[config.mk]
export PLATFORM = sky130hd
export DESIGN_NAME = pmod_keypad_emu_flat
export DESIGN_NICKNAME = d
export VERILOG_FILES = /design/src/rtl/pmod_keypad_pkg.sv /design/src/rtl/pmod_keypad_emu_if.sv /design/src/rtl/keypad_bounce_gen.sv /design/src/rtl/pmod_keypad_emu.sv /design/src/flat_wrapper.sv
export SDC_FILE = /design/constraint.sdc
export NUM_CORES = 1
export LEC_CHECK = 0
export ABC_AREA = 1
export CAP_MARGIN = 20
export CORE_MARGIN = 5
export CORE_UTILIZATION = 55
export CTS_CLUSTER_DIAMETER = 30
export CTS_CLUSTER_SIZE = 12
export DETAILED_ROUTE_END_ITERATION = 10
export PLACE_DENSITY = 0.77
export SYNTH_ARGS = -nofsm -noshare
export SYNTH_HDL_FRONTEND = slang
export SYNTH_HIERARCHICAL = 1
export SYNTH_SLANG_ARGS = --single-unit
[constraint.sdc]
create_clock -name clk -period 3.65 [get_ports clk]
set_input_delay 0.73 -clock clk [delete_from_list [all_inputs] [get_ports clk]]
set_output_delay 0.73 -clock clk [all_outputs]
set_load 0.1 [all_outputs]
[src/rtl/pmod_keypad_pkg.sv]
// Shared definitions for the Pmod 4x4 keypad emulator and scanner benches:
// key codes, FSM state encoding, bounce LFSR constants and the key map.
package pmod_keypad_pkg;

  localparam logic [3:0] KEY_0    = 4'h0;
  localparam logic [3:0] KEY_1    = 4'h1;
  localparam logic [3:0] KEY_2    = 4'h2;
  localparam logic [3:0] KEY_3    = 4'h3;
  localparam logic [3:0] KEY_4    = 4'h4;
  localparam logic [3:0] KEY_5    = 4'h5;
  localparam logic [3:0] KEY_6    = 4'h6;
  localparam logic [3:0] KEY_7    = 4'h7;
  localparam logic [3:0] KEY_8    = 4'h8;
  localparam logic [3:0] KEY_9    = 4'h9;
  localparam logic [3:0] KEY_A    = 4'hA;
  localparam logic [3:0] KEY_B    = 4'hB;
  localparam logic [3:0] KEY_C    = 4'hC;
  localparam logic [3:0] KEY_D    = 4'hD;
  localparam logic [3:0] KEY_HASH = 4'hE;
  localparam logic [3:0] KEY_STAR = 4'hF;

  // Contact-bounce pattern source: 16-bit Galois LFSR
  localparam logic [15:0] LFSR_SEED = 16'hACE1;
  localparam logic [15:0] LFSR_POLY = 16'hB400;

  typedef enum logic [1:0] {
    IDLE = 2'd0,
    HOLD = 2'd1,
    GAP  = 2'd2
  } kp_state_e;

  // Map a key code to its matrix position, returned as {row[1:0], col[1:0]}
  function automatic logic [3:0] key_to_rc(input logic [3:0] code);
    logic [3:0] rc;
    case (code)
      KEY_1:    rc = {2'd0, 2'd0};
      KEY_4:    rc = {2'd1, 2'd0};
      KEY_7:    rc = {2'd2, 2'd0};
      KEY_STAR: rc = {2'd3, 2'd0};
      KEY_2:    rc = {2'd0, 2'd1};
      KEY_5:    rc = {2'd1, 2'd1};
      KEY_8:    rc = {2'd2, 2'd1};
      KEY_0:    rc = {2'd3, 2'd1};
      KEY_3:    rc = {2'd0, 2'd2};
      KEY_6:    rc = {2'd1, 2'd2};
      KEY_9:    rc = {2'd2, 2'd2};
      KEY_HASH: rc = {2'd3, 2'd2};
      KEY_A:    rc = {2'd0, 2'd3};
      KEY_B:    rc = {2'd1, 2'd3};
      KEY_C:    rc = {2'd2, 2'd3};
      KEY_D:    rc = {2'd3, 2'd3};
      default:  rc = 4'h0;
    endcase
    return rc;
  endfunction

endpackage

[src/rtl/pmod_keypad_emu_if.sv]
// Key-press command port of the keypad emulator: valid/ready request plus
// busy and completion status.
interface pmod_keypad_emu_if;

  logic       press_valid;
  logic [3:0] press_key;
  logic       press_ready;
  logic       busy;
  logic       press_done;

  // Command source (bench or loopback controller)
  modport master (
    output press_valid,
    output press_key,
    input  press_ready,
    input  busy,
    input  press_done
  );

  // Keypad emulator side
  modport slave (
    input  press_valid,
    input  press_key,
    output press_ready,
    output busy,
    output press_done
  );

endinterface

[src/rtl/keypad_bounce_gen.sv]
// Contact-bounce generator: after each start pulse the contact follows bit 0
// of a reseeded Galois LFSR for min(BOUNCE_CYCLES, HOLD_CYCLES) cycles, then
// stays closed. Used by pmod_keypad_emu only with PMOD_KEYPAD_BOUNCE_EN.
module keypad_bounce_gen
  import pmod_keypad_pkg::*;
#(
  parameter int unsigned BOUNCE_CYCLES = 4096,
  parameter int unsigned HOLD_CYCLES   = 500000,
  parameter int unsigned CNT_W         = 20
) (
  input  logic clk,
  input  logic reset,
  input  logic start,
  output logic contact
);

  localparam int unsigned WIN_CYCLES =
    (BOUNCE_CYCLES < HOLD_CYCLES) ? BOUNCE_CYCLES : HOLD_CYCLES;

  logic [15:0]      r_lfsr;
  logic [15:0]      w_lfsr_step;
  logic [CNT_W-1:0] r_win;

  // One Galois shift: feedback taps applied when the output bit is 1
  always_comb begin
    w_lfsr_step = {1'b0, r_lfsr[15:1]};
    if (r_lfsr[0]) begin
      w_lfsr_step = w_lfsr_step ^ LFSR_POLY;
    end
  end

  // LFSR and bounce-window counter; start reseeds and rearms the window
  always_ff @(posedge clk) begin
    if (reset) begin
      r_lfsr <= LFSR_SEED;
      r_win  <= '0;
    end else if (start) begin
      r_lfsr <= LFSR_SEED;
      r_win  <= CNT_W'(WIN_CYCLES);
    end else begin
      r_lfsr <= w_lfsr_step;
      if (r_win != '0) begin
        r_win <= r_win - CNT_W'(1);
      end
    end
  end

  // Contact chatters while the window is open, clean afterwards
  always_comb begin
    contact = 1'b1;
    if (r_win != '0) begin
      contact = r_lfsr[0];
    end
  end

endmodule

[src/rtl/pmod_keypad_emu.sv]
// Pmod 4x4 keypad emulator: the far end of a keypad scanner. Accepts one key
// press at a time, closes that key for HOLD_CYCLES, then forces a release gap
// of GAP_CYCLES before taking the next command. Rows answer the scanner's
// active-low column drive with zero latency.
// Optional contact bounce at press start: define PMOD_KEYPAD_BOUNCE_EN.
module pmod_keypad_emu
  import pmod_keypad_pkg::*;
#(
  parameter int unsigned HOLD_CYCLES   = 500000,
  parameter int unsigned GAP_CYCLES    = 250000,
  parameter int unsigned CNT_W         = 20,
  parameter int unsigned BOUNCE_CYCLES = 4096
) (
  input  logic                   clk,
  input  logic                   reset,
  input  logic [3:0]             col,
  output logic [3:0]             row,
  pmod_keypad_emu_if.slave       bus
);

  localparam logic [CNT_W-1:0] HOLD_LOAD = CNT_W'(HOLD_CYCLES - 1);
  localparam logic [CNT_W-1:0] GAP_LOAD  =
    (GAP_CYCLES == 0) ? '0 : CNT_W'(GAP_CYCLES - 1);

  // Reject parameter sets the shared down-counter cannot represent
  if (HOLD_CYCLES == 0 || HOLD_CYCLES >= (32'd1 << CNT_W) ||
      GAP_CYCLES >= (32'd1 << CNT_W) || BOUNCE_CYCLES >= (32'd1 << CNT_W)) begin : g_bad_params
    $error("pmod_keypad_emu: HOLD/GAP/BOUNCE cycles out of range for CNT_W");
  end

  kp_state_e        r_state;
  kp_state_e        w_state_nxt;
  logic [CNT_W-1:0] r_cnt;
  logic [CNT_W-1:0] w_cnt_nxt;
  logic             w_accept;
  logic             w_done_nxt;
  logic [1:0]       r_key_row;
  logic [1:0]       r_key_col;
  logic             r_ready;
  logic             r_busy;
  logic             r_done;
  logic             w_contact;

  // State and hold/gap counter register
  always_ff @(posedge clk) begin
    if (reset) begin
      r_state <= IDLE;
      r_cnt   <= '0;
    end else begin
      r_state <= w_state_nxt;
      r_cnt   <= w_cnt_nxt;
    end
  end

  // Next state, counter load/decrement and command accept
  always_comb begin
    w_state_nxt = r_state;
    w_cnt_nxt   = r_cnt;
    w_accept    = 1'b0;
    case (r_state)
      IDLE: begin
        if (bus.press_valid) begin
          w_accept    = 1'b1;
          w_state_nxt = HOLD;
          w_cnt_nxt   = HOLD_LOAD;
        end
      end
      HOLD: begin
        if (r_cnt == '0) begin
          if (GAP_CYCLES == 0) begin
            w_state_nxt = IDLE;
          end else begin
            w_state_nxt = GAP;
            w_cnt_nxt   = GAP_LOAD;
          end
        end else begin
          w_cnt_nxt = r_cnt - CNT_W'(1);
        end
      end
      GAP: begin
        if (r_cnt == '0) begin
          w_state_nxt = IDLE;
        end else begin
          w_cnt_nxt = r_cnt - CNT_W'(1);
        end
      end
      default: begin
        w_state_nxt = IDLE;
        w_cnt_nxt   = '0;
      end
    endcase
    // Completion lands on the final cycle of the press sequence
    w_done_nxt = (w_cnt_nxt == '0) &&
                 ((w_state_nxt == GAP) || ((w_state_nxt == HOLD) && (GAP_CYCLES == 0)));
  end

  // Latched key position and registered status outputs
  always_ff @(posedge clk) begin
    if (reset) begin
      r_key_row <= '0;
      r_key_col <= '0;
      r_ready   <= 1'b1;
      r_busy    <= 1'b0;
      r_done    <= 1'b0;
    end else begin
      if (w_accept) begin
        {r_key_row, r_key_col} <= key_to_rc(bus.press_key);
      end
      r_ready <= (w_state_nxt == IDLE);
      r_busy  <= (w_state_nxt != IDLE);
      r_done  <= w_done_nxt;
    end
  end

  assign bus.press_ready = r_ready;
  assign bus.busy        = r_busy;
  assign bus.press_done  = r_done;

`ifdef PMOD_KEYPAD_BOUNCE_EN
  keypad_bounce_gen #(
    .BOUNCE_CYCLES (BOUNCE_CYCLES),
    .HOLD_CYCLES   (HOLD_CYCLES),
    .CNT_W         (CNT_W)
  ) u_bounce (
    .clk     (clk),
    .reset   (reset),
    .start   (w_accept),
    .contact (w_contact)
  );
`else
  assign w_contact = 1'b1;
`endif

  // Row answer: pressed key's row rises while its column is driven low
  always_comb begin
    row = 4'b0000;
    if ((r_state == HOLD) && w_contact && (col[r_key_col] == 1'b0)) begin
      row = 4'b0001 << r_key_row;
    end
  end

endmodule
[src/flat_wrapper.sv]
// flat-port wrapper written by rule: the top's interface ports become plain ports
module pmod_keypad_emu_flat import pmod_keypad_pkg::*;
#(
  parameter int unsigned HOLD_CYCLES   = 500000,
  parameter int unsigned GAP_CYCLES    = 250000,
  parameter int unsigned CNT_W         = 20,
  parameter int unsigned BOUNCE_CYCLES = 4096
)
  (clk, reset, col, row, bus_press_valid, bus_press_key, bus_press_ready, bus_busy, bus_press_done);
  pmod_keypad_emu_if bus_i ();
  input  logic clk;
  input  logic reset;
  input  logic [3:0] col;
  output logic [3:0] row;
  input wire logic [$bits(bus_i.press_valid)-1:0] bus_press_valid;
  input wire logic [$bits(bus_i.press_key)-1:0] bus_press_key;
  output wire logic [$bits(bus_i.press_ready)-1:0] bus_press_ready;
  output wire logic [$bits(bus_i.busy)-1:0] bus_busy;
  output wire logic [$bits(bus_i.press_done)-1:0] bus_press_done;
  assign bus_i.press_valid = bus_press_valid;
  assign bus_i.press_key = bus_press_key;
  assign bus_press_ready = bus_i.press_ready;
  assign bus_busy = bus_i.busy;
  assign bus_press_done = bus_i.press_done;
  pmod_keypad_emu #(.HOLD_CYCLES(HOLD_CYCLES), .GAP_CYCLES(GAP_CYCLES), .CNT_W(CNT_W), .BOUNCE_CYCLES(BOUNCE_CYCLES)) u_core (.clk(clk), .reset(reset), .col(col), .row(row), .bus(bus_i));
endmodule
==> metrics.txt <==
area delta synth->final=14.1%; Layout Nets=347; achievable frequency=~0.36 GHz; ANT nets after route=0; TritonCTS clock tree=built; max incr delay on CP=approximately 0.40 ns; logic gate share of total power=0.427; Post-Syn Nets=around 330; # IOs=18; CTS resizes=0; Synth Flop Type=dfxtp_1; Final Max Slew Viols=0; EDFF count, synth=0; Hold Path Depth=2; chip height=slightly below 70 um; Synth top cells by count=nand2_1 (80), nor2_1 (55), inv_1 (39), dfxtp_1 (29), nand3_1 (20); CP Cell Sequence=clkdlybuf4s50_1 > inv_1 > nand2_1 > o21ai_0 > o221ai_1 > nor3_1 > buf_4; RSZ-0062 raised after global routing=no; Slew HR=0.345; max-cap check violation count=0; register area=581 um2; Gate Count Post-Synth=313; crit path kind=in2out; Congestion Overflow GR=0; initial antenna violation count=0; final setup vio count=0; outcome=completed; Setup crit start kind=primary input; Hold Vio Cnt, Final=0; clock slew at reported path FFs=approximately 0.08 ns; Setup Skew=around 0.012 ns; crit end category=output port; Switching Share=0.428; post-synth top area cell=dfxtp_1; DRC=0; Final min period=2.79 ns; Power, Total=about 0.0011 W; Critical Path Fanout Max=4; top-area cell type share of the netlist area=0.300; area of the core=between 0.003 and 0.004 mm2; # rows=21; clock latency on the worst-skew pair=roughly 0.33 ns; DP HPWL=roughly 3600 um; ratio of final minimum period to clock period=0.765; slowest library cell on the worst path=clkdlybuf4s50_1; number of global-route vias before repair=roughly 1,800; power share of the sequential group=0.365; postcts setup bufs=0; DIE WIDTH=a little under 70 um; drt first pass iters=4; CTS Hold Buffers Added=0; Multi-input gate area=around 0.0012 mm2; proportion of layout cells with a drive suffix above 1=0.104; post-synthesis sequential area ratio=0.300; Post-Syn Area per Cell=roughly 6 um2; library cells used by synthesis=34; H-tree depth=2; Seq cells post-synth=29; largest net degree at the start of global routing=23; static leakage=1.06 nW; ys async rst share=0; internal power=between 0.0006 and 0.0007 W; Sink Count=29; n_diodes=0; Fillers=between 300 and 400; Power Dens Cells=between 400 and 500 mW/mm2; Num CTS Buffers=5; synthesized cell area=roughly 0.0019 mm2; YS warnings=6; initial detailed-routing violation count=roughly 260; Worst EP required=just under 3 ns; DR vias/cell=between 5 and 6; Worst Path Arrival=~2.1 ns; gr usage total=0.210; maximum vdd drop=0.270 mV; top-count cell post-synth=nand2_1; RePlAce Congestion=0.905; worst hold path type=reg2reg; Setup TNS=0 ns; Total Routed Length=4730 um; setup slack, reg-to-reg=approximately 1.3 ns; Synth area leaders=dfxtp_1 (30%), nand2_1 (16%), nor2_1 (11%); first-pass GRT wire length=about 8200 um; worst-margin pin slew=0.979 ns; total die area=about 0.0048 mm2; vias post-DR=around 2,000; post-DR wirelength/cell=approximately 12 um; initial core utilization=0.575; R2R cell count=13; Psw=0.000457 W; root buffer cell=clkbuf_4; Port Buffer Count=17; share of total power in the clock network=0.208; clk buf depth=2
## cells by family (layout without fill, tap and decap cells)
group | Yosys count | after routing | synth area share
flops | 29 | 29 | 0.300
simple gates | 185 | 185 | 0.431
compound gates | 47 | 47 | 0.142
xor+xnor | 5 | 5 | 0.0227
buf+inv | 45 | 67 | 0.0913
fa+ha+maj | 2 | 2 | 0.0129
## area by class of cell
class,instances,area share
Tap cell,46,0.0261
Timing Repair Buffer,18,0.0760
Sequential cell,29,0.263
Multi-Input combinational cell,239,0.533
Clock inverter,1,0.00227
Inverter,41,0.0698
Clock buffer,7,0.0295
## critical path: cells and delay by family
| family | cells | cell delay, ns |
|---|---|---|
| buffers and inverters | 3 | 0.78 |
| AND/OR/NAND/NOR | 2 | 0.27 |
| AO/OA/AOI/OAI | 2 | 0.29 |
## per-layer routing
metal / global-route usage / part of all wire
met1: 0.290 / 0.47
met4: 0.0586 / 0.012
met3: 0.0522 / 0.079
met2: 0.321 / 0.44
met5: 0 / 0
## registers in the layout (all words and copies together) (netlist names)
register / count
u_core/r_cnt: 20
u_core/r_key_col: 2
u_core/r_key_row: 2
u_core/r_state: 2
u_core/bus.busy: 1
u_core/bus.press_done: 1
u_core/bus.press_ready: 1
## cells in the final DEF, fill, tap and decap left out, types with 2 or more instances in the layout
cell type         n
a21oi_1          17
a31oi_1           3
buf_4             5
clkbuf_4          5
clkbuf_8          2
clkdlybuf4s50_1  13
dfxtp_1          29
ha_1              2
inv_1            39
inv_2             2
nand2_1          80
nand2_2           4
nand3_1          20
nand3_2           2
nand4_1           3
nor2_1           55
nor2_2           10
nor3_1            5
o2111ai_1         2
o21ai_0          15
o21bai_1          2
o221ai_1          2
xor2_1            4
## path summary, 6_finish.rpt
check	to	from
worst max-delay path	row[2]	col[1]
worst min-delay path	u_core/r_key_row[1]$_SDFFE_PP0P_	u_core/r_key_row[1]$_SDFFE_PP0P_
worst max register to register	u_core/bus.press_done$_SDFF_PP0_	u_core/r_cnt[0]$_SDFF_PP0_
worst min register to register	u_core/r_key_row[1]$_SDFFE_PP0P_	u_core/r_key_row[1]$_SDFFE_PP0P_
## power by group through the flow
stage               Clock, W  Combinational, W  Sequential [W]
floorplan                  0          0.000337        0.000406
detailed placement         0          0.000447        0.000395
finish              0.000222          0.000456        0.000389
global placement           0          0.000442        0.000395
global route        0.000251          0.000511        0.000396
CTS                 0.000231          0.000451        0.000388
## per-stage QoR
stage | worst slack, ns | std cells | util | hold WS [ns] | area, um2
final | 0.858 | 381 | 0.656 | 0.523 | 2210
after floorplan | -0.173 | 313 | - | 0.473 | 1930
after CTS | 0.836 | 381 | 0.656 | 0.519 | 2210
after global placement | 0.918 | 373 | 0.635 | 0.497 | 2140
after detailed placement | 0.849 | 373 | 0.635 | 0.508 | 2140
after global routing | 0.715 | 381 | 0.656 | 0.580 | 2210
No activity file was read; power rests on OpenSTA's default activity.
